`src/rtl/vector_division_arbiter.sv`:
```
// -----------------------------------------------------------------------------
// riscv_v_pkg / vector_division_arbiter
//
// Purpose:
//   Two-requester front end for a fixed-latency vector division datapath.
//   Requests are arbitrated round-robin. An operation is accepted only while a
//   response FIFO slot is guaranteed for it. Results are buffered and returned
//   in acceptance order with the id of the originating requester.
//
// Ports:
//   clock, reset                     single clock, synchronous active-high reset
//   req0_* / req1_*                  valid/ready request channels with control
//                                    (execution_vector) and operands vs2, vs1
//   div_issue, div_execution_vector,
//   div_vs2, div_vs1                 operation presented to the datapath
//   div_vd                           datapath result, DIV_LATENCY cycles later
//   rsp_valid, rsp_ready,
//   rsp_id, rsp_vd                   response channel (FIFO head)
//   busy                             operation in flight or response buffered
// -----------------------------------------------------------------------------
package riscv_v_pkg;
  localparam int VLEN = 128;

  typedef struct packed {
    logic [2:0] funct;  // division flavour (div/divu/rem/remu)
    logic [1:0] vsew;   // element width
    logic       vm;     // mask enable
    logic [7:0] vl;     // vector length
  } execution_vector_t;
endpackage

module vector_division_arbiter
  import riscv_v_pkg::*;
#(
  parameter int DIV_LATENCY = 2,
  parameter int RSP_DEPTH   = 4
) (
  input  logic              clock,
  input  logic              reset,

  input  logic              req0_valid,
  output logic              req0_ready,
  input  execution_vector_t req0_execution_vector,
  input  logic [VLEN-1:0]   req0_vs2,
  input  logic [VLEN-1:0]   req0_vs1,

  input  logic              req1_valid,
  output logic              req1_ready,
  input  execution_vector_t req1_execution_vector,
  input  logic [VLEN-1:0]   req1_vs2,
  input  logic [VLEN-1:0]   req1_vs1,

  output logic              div_issue,
  output execution_vector_t div_execution_vector,
  output logic [VLEN-1:0]   div_vs2,
  output logic [VLEN-1:0]   div_vs1,
  input  logic [VLEN-1:0]   div_vd,

  output logic              rsp_valid,
  input  logic              rsp_ready,
  output logic              rsp_id,
  output logic [VLEN-1:0]   rsp_vd,

  output logic              busy
);

  localparam int PTR_W = $clog2(RSP_DEPTH);
  localparam int CNT_W = PTR_W + 1;

  // State
  logic                   rst_q;        // reset was asserted last cycle
  logic                   last_grant;   // id of the requester accepted last
  logic [DIV_LATENCY-1:0] stage_valid;
  logic [DIV_LATENCY-1:0] stage_id;
  logic [CNT_W-1:0]       credit_cnt;   // in-flight ops + FIFO occupancy
  logic [CNT_W-1:0]       fifo_count;
  logic [PTR_W-1:0]       wr_ptr;
  logic [PTR_W-1:0]       rd_ptr;
  logic [VLEN-1:0]        mem_vd [RSP_DEPTH];
  logic                   mem_id [RSP_DEPTH];

  // Handshake terms
  logic fifo_empty;
  logic push;
  logic pop;
  logic credit_ok;
  logic accept_block;
  logic acc0;
  logic acc1;
  logic acc_id;

  assign fifo_empty = (fifo_count == '0);
  assign push       = stage_valid[DIV_LATENCY-1];
  assign pop        = rsp_valid & rsp_ready;

  // A response leaving this cycle frees its slot for a same-cycle accept.
  assign credit_ok  = (credit_cnt < CNT_W'(RSP_DEPTH)) | pop;

  // Nothing is accepted while reset is high, nor in the first cycle after it.
  assign accept_block = reset | rst_q;

  // Round-robin: with both valid, the requester not served last wins. A
  // requester's ready looks only at the other requester's valid.
  assign req0_ready = ~accept_block & credit_ok & (~req1_valid | last_grant);
  assign req1_ready = ~accept_block & credit_ok & (~req0_valid | ~last_grant);

  assign acc0      = req0_valid & req0_ready;
  assign acc1      = req1_valid & req1_ready;
  assign div_issue = acc0 | acc1;
  assign acc_id    = acc1;

  // NOTE: every signal gets a default at the top of always_comb, so no path
  // leaves it unassigned and no latch is inferred.
  always_comb begin
    div_execution_vector = '0;
    div_vs2              = '0;
    div_vs1              = '0;
    if (acc0) begin
      div_execution_vector = req0_execution_vector;
      div_vs2              = req0_vs2;
      div_vs1              = req0_vs1;
    end else if (acc1) begin
      div_execution_vector = req1_execution_vector;
      div_vs2              = req1_vs2;
      div_vs1              = req1_vs1;
    end
  end

  // Outputs are forced to zero during reset so buffered data never leaks out.
  assign rsp_valid = ~reset & ~fifo_empty;
  assign rsp_id    = rsp_valid & mem_id[rd_ptr];
  assign rsp_vd    = rsp_valid ? mem_vd[rd_ptr] : '0;
  assign busy      = ~reset & ((|stage_valid) | ~fifo_empty);

  // NOTE: sequential state uses non-blocking assignments so every register
  // samples the pre-edge values regardless of statement order.
  always_ff @(posedge clock) begin
    rst_q <= reset;
    if (reset) begin
      last_grant  <= 1'b1;  // favour req0 first
      stage_valid <= '0;
      stage_id    <= '0;
      credit_cnt  <= '0;
      fifo_count  <= '0;
      wr_ptr      <= '0;
      rd_ptr      <= '0;
    end else begin
      stage_valid[0] <= div_issue;
      stage_id[0]    <= acc_id;
      for (int i = 1; i < DIV_LATENCY; i++) begin
        stage_valid[i] <= stage_valid[i-1];
        stage_id[i]    <= stage_id[i-1];
      end

      if (div_issue) last_grant <= acc_id;

      // Moving from the last stage into the FIFO leaves the credit unchanged.
      credit_cnt <= credit_cnt + CNT_W'(div_issue) - CNT_W'(pop);
      fifo_count <= fifo_count + CNT_W'(push) - CNT_W'(pop);

      // RSP_DEPTH is a power of two, so pointers wrap naturally.
      if (push) wr_ptr <= wr_ptr + PTR_W'(1);
      if (pop)  rd_ptr <= rd_ptr + PTR_W'(1);
    end
  end

  // NOTE: the storage array has no reset; emptiness is tracked by fifo_count
  // and the outputs are masked by rsp_valid, so stale contents are never seen.
  always_ff @(posedge clock) begin
    if (push && !reset) begin
      mem_vd[wr_ptr] <= div_vd;
      mem_id[wr_ptr] <= stage_id[DIV_LATENCY-1];
    end
  end

endmodule

```
`config.mk`:
```
export PLATFORM = sky130hd
export DESIGN_NAME = vector_division_arbiter
export DESIGN_NICKNAME = d
export VERILOG_FILES = /design/src/rtl/vector_division_arbiter.sv
export SDC_FILE = /design/constraint.sdc
export NUM_CORES = 1
export LEC_CHECK = 0
export ABC_CLOCK_PERIOD_IN_PS = 4400
export CORE_AREA = 2 2 421 423
export DETAILED_ROUTE_END_ITERATION = 12
export DIE_AREA = 0 0 423 425
export GPL_ROUTABILITY_DRIVEN = 1
export GPL_TIMING_DRIVEN = 0
export PLACE_DENSITY_LB_ADDON = 0.15
export SETUP_SLACK_MARGIN = 0.1
export SLEW_MARGIN = 10
export SYNTH_ARGS = -nofsm -noshare
export SYNTH_HDL_FRONTEND = slang
export SYNTH_SLANG_ARGS = --single-unit
```
`constraint.sdc`:
```
create_clock -name clock -period 4.4 [get_ports clock]
set_clock_uncertainty 0.15 [all_clocks]
set_input_delay 0.88 -clock clock [delete_from_list [all_inputs] [get_ports clock]]
set_output_delay 0.88 -clock clock [all_outputs]
set_load 0.03 [all_outputs]
```
==> out/qor.yml <==
outcome:
  status: "finished clean"
logic_synthesis:
  yosys_warnings: 0
  syn_area_per_cell_um2: 15.4
  synth_cells: 1566
  synth_top_area_share_pct: 64.1
  yosysSeqAreaShare_pct: 65.6
  synth_async_sr_flop_share_pct: 0
  ys_seq_elements: 534
  ys_types: 30
  synth_area_leaders: "edfxtp_1 (64%), mux4_2 (12%), a32oi_1 (9.8%)"
  synth_area_um2: 24200
  ys.flop_type: "edfxtp_1"
  synth_edf_count: 516
  yosys.area.top_type: "edfxtp_1"
  synth_nets: 2249
run:
  drv_cap: 0
route:
  vias: 20600
  ant_nets: 0
  avgViaCountPerCell: 3.98
  dr.first_iter.drc_count: 1762
  firstDrtPassIters: 5
  wl_um: 183000
  drc: 0
  wl_per_cell_um: 35.3
worst_setup_path:
  worstPathMaxFanout: 10
  crit_chain: "clkdlybuf4s50_1 > nand2b_1 > buf_2 > buf_4 > clkbuf_2 > a32oi_1 > nor2_1 > clkdlybuf4s15_2"
  slowest_stage: "a32oi_1"
  cp_top_family: "buffers and inverters"
  startpoint: "req1_valid"
  rr_startpoint: "fifo_count[2]"
  critPathRequiredTime_ps: 3370
  crit_arrival_ps: 3250
  cp_num_buf_inv: 5
  critPathKind: "in2out"
  endpoint_kind: "primary output"
  worstSetupStartpointType: "primary input"
  critPathMaxStageDelay_ps: 580
clock_network:
  clock_latency_ps: 610
  clock_path_buffers: 3
  htree_levels: 2
  clkSlewWorstSetupHoldPaths_ps: 60
  root_buffer: "clkbuf_16"
  cts_sinks: 534
  numCtsBuffers: 60
  cts_tree: "yes"
placed_design:
  post-place-ws_ps: -1100
  place.gp.congestion: 0.999
  io_buffers: 1076
  dp_hpwl_um: 154000
pwr:
  p_sw_share_pct: 32.2
  ir_drop_mv: 0.353
  totalPowerFinal_mw: 15.6
  p_comb_share_pct: 31.9
  seqPwrFrac_pct: 36.3
  switchingPower_mw: 5.03
  p_int_mw: 10.6
  cellLeakagePower_nw: 13.9
  clkPwrFrac_pct: 31.8
  power.density_nw_per_um2: 389
sta:
  timing.final.crit_share_pct: 97.3
  maxClockFrequency_mhz: 234
  slew_headroom_pct: 46.2
  period_needed_ps: 4280
  setup_violations: 0
  rsz0062_at_grt: "yes"
  whs_ps: 319
  hold_violations: 0
  worst_slew_pin_slew_ps: 807
  finalMaxSlewViolations: 0
  fin_ws_ps: 119
finish:
  final_common_cell: "clkdlybuf4s50_1"
  area_delta_synth_final_pct: 66.3
  final_nets: 3402
  drive_gt1_share_pct: 17.8
  layout_common_cells: "clkdlybuf4s50_1 (740), edfxtp_1 (516), a32oi_1 (267), nor2_1 (260), dlygate4sd2_1 (205)"
global_route:
  grt_pass1_wl_um: 229000
  grt_antenna_before_repair: 175
  grt_overflow: 0
  first_global_vias: 21000
  grt_start_max_net_pins: 46
  track_usage_pct: 19.5
floorplanning:
  coreArea_um2: 175000
  rows: 154
  ios: 1077
  die_x_um: 423
  die_h_um: 425
  start_util_pct: 13.8
  dieArea_um2: 180000
worst_hold_path:
  hp-class: "reg2reg"
  hold_path_startpoint: "stage_id[0]"
==> kinds of logic after synthesis <==
family,synth area share [%]
and+or+nand+nor,8.27
DFF,65.6
adders and majority gates,0.580
AOI/OAI and AO/OA,10.1
buffers and inverters,3.13
xor gates and xnor gates,0.254
muxes,12.1
==> synthesized netlist by cell type (2+ instances only) <==
cell,n
a21oi_1,2
a32oi_1,270
and2_1,133
buf_1,8
buf_2,40
buf_4,13
clkbuf_1,103
dfxtp_1,18
edfxtp_1,516
fa_1,2
ha_1,8
inv_1,11
mux4_2,129
nand2b_1,2
nor2_1,283
nor2b_1,9
xnor2_1,5
xor2_1,2
==> state kept, by name (all words and copies together), names as in the netlist, named ones only <==
name,cells
mem_vd,512
rst_q,1
credit_cnt,3
stage_valid,2
rd_ptr,2
stage_id,2
wr_ptr,2
fifo_count,3
last_grant,1
mem_id,4
==> power by group through the flow <==
stage	registers [mW]	logic, mW	clock network, mW
6_report	5.67	4.99	4.97
5_1_grt	5.68	5.29	5.33
4_1_cts	5.67	5.11	5.18
3_5_place_dp	5.78	5.19	0
3_3_place_gp	5.79	5.21	0
2_1_floorplan	5.77	2.56	0
==> layout make-up <==
type | instances | area [µm²]
Antenna cell | 62 | 155
Clock buffer | 69 | 1560
Multi-Input combinational cell | 857 | 7650
Inverter | 11 | 41.3
Timing Repair Buffer | 1092 | 10700
Clock inverter | 40 | 369
Fill cell | 18900 | 135000
Buffer | 163 | 915
Sequential cell | 534 | 15900
Tap cell | 2340 | 2930
==> metrics by stage <==
step | utilization [%] | setup TNS [ps] | instances | cell area (µm²)
6_report | 22.9 | 0 | 5168 | 40200
5_1_grt | 22.9 | 0 | 5148 | 40100
4_1_cts | 22.9 | 0 | 5102 | 40100
3_5_place_dp | 21.8 | -202180 | 4994 | 38200
3_3_place_gp | 21.6 | -1018070 | 4982 | 37900
2_1_floorplan | - | 0 | 1566 | 24200
==> timing repair <==
item,4_1_cts,5_1_grt
endpoints found under the hold margin,0,0
setup endpoints to repair,392,161
gates resized for setup,581,156
pin swaps,0,3
hold buffers,0,0
setup buffers,0,4
==> final timing paths <==
check                   to  slack [ps]  cells after the start
min reg2reg    stage_id[1]         320                      1
max            div_vs2[18]         120                      8
min            stage_id[1]         320                      1
max reg2reg  credit_cnt[2]        1580                      9
==> metal layers <==
metal	vias to the layer above	track usage (%)	share of wire [%]
met3	394	6.09	8.4
li1	8733	-	-
met4	12	11.6	7.1
met2	1169	34.0	50
met5	-	0	0.055
met1	10300	20.7	35
Note: power is estimated with default switching activity, not from simulation.
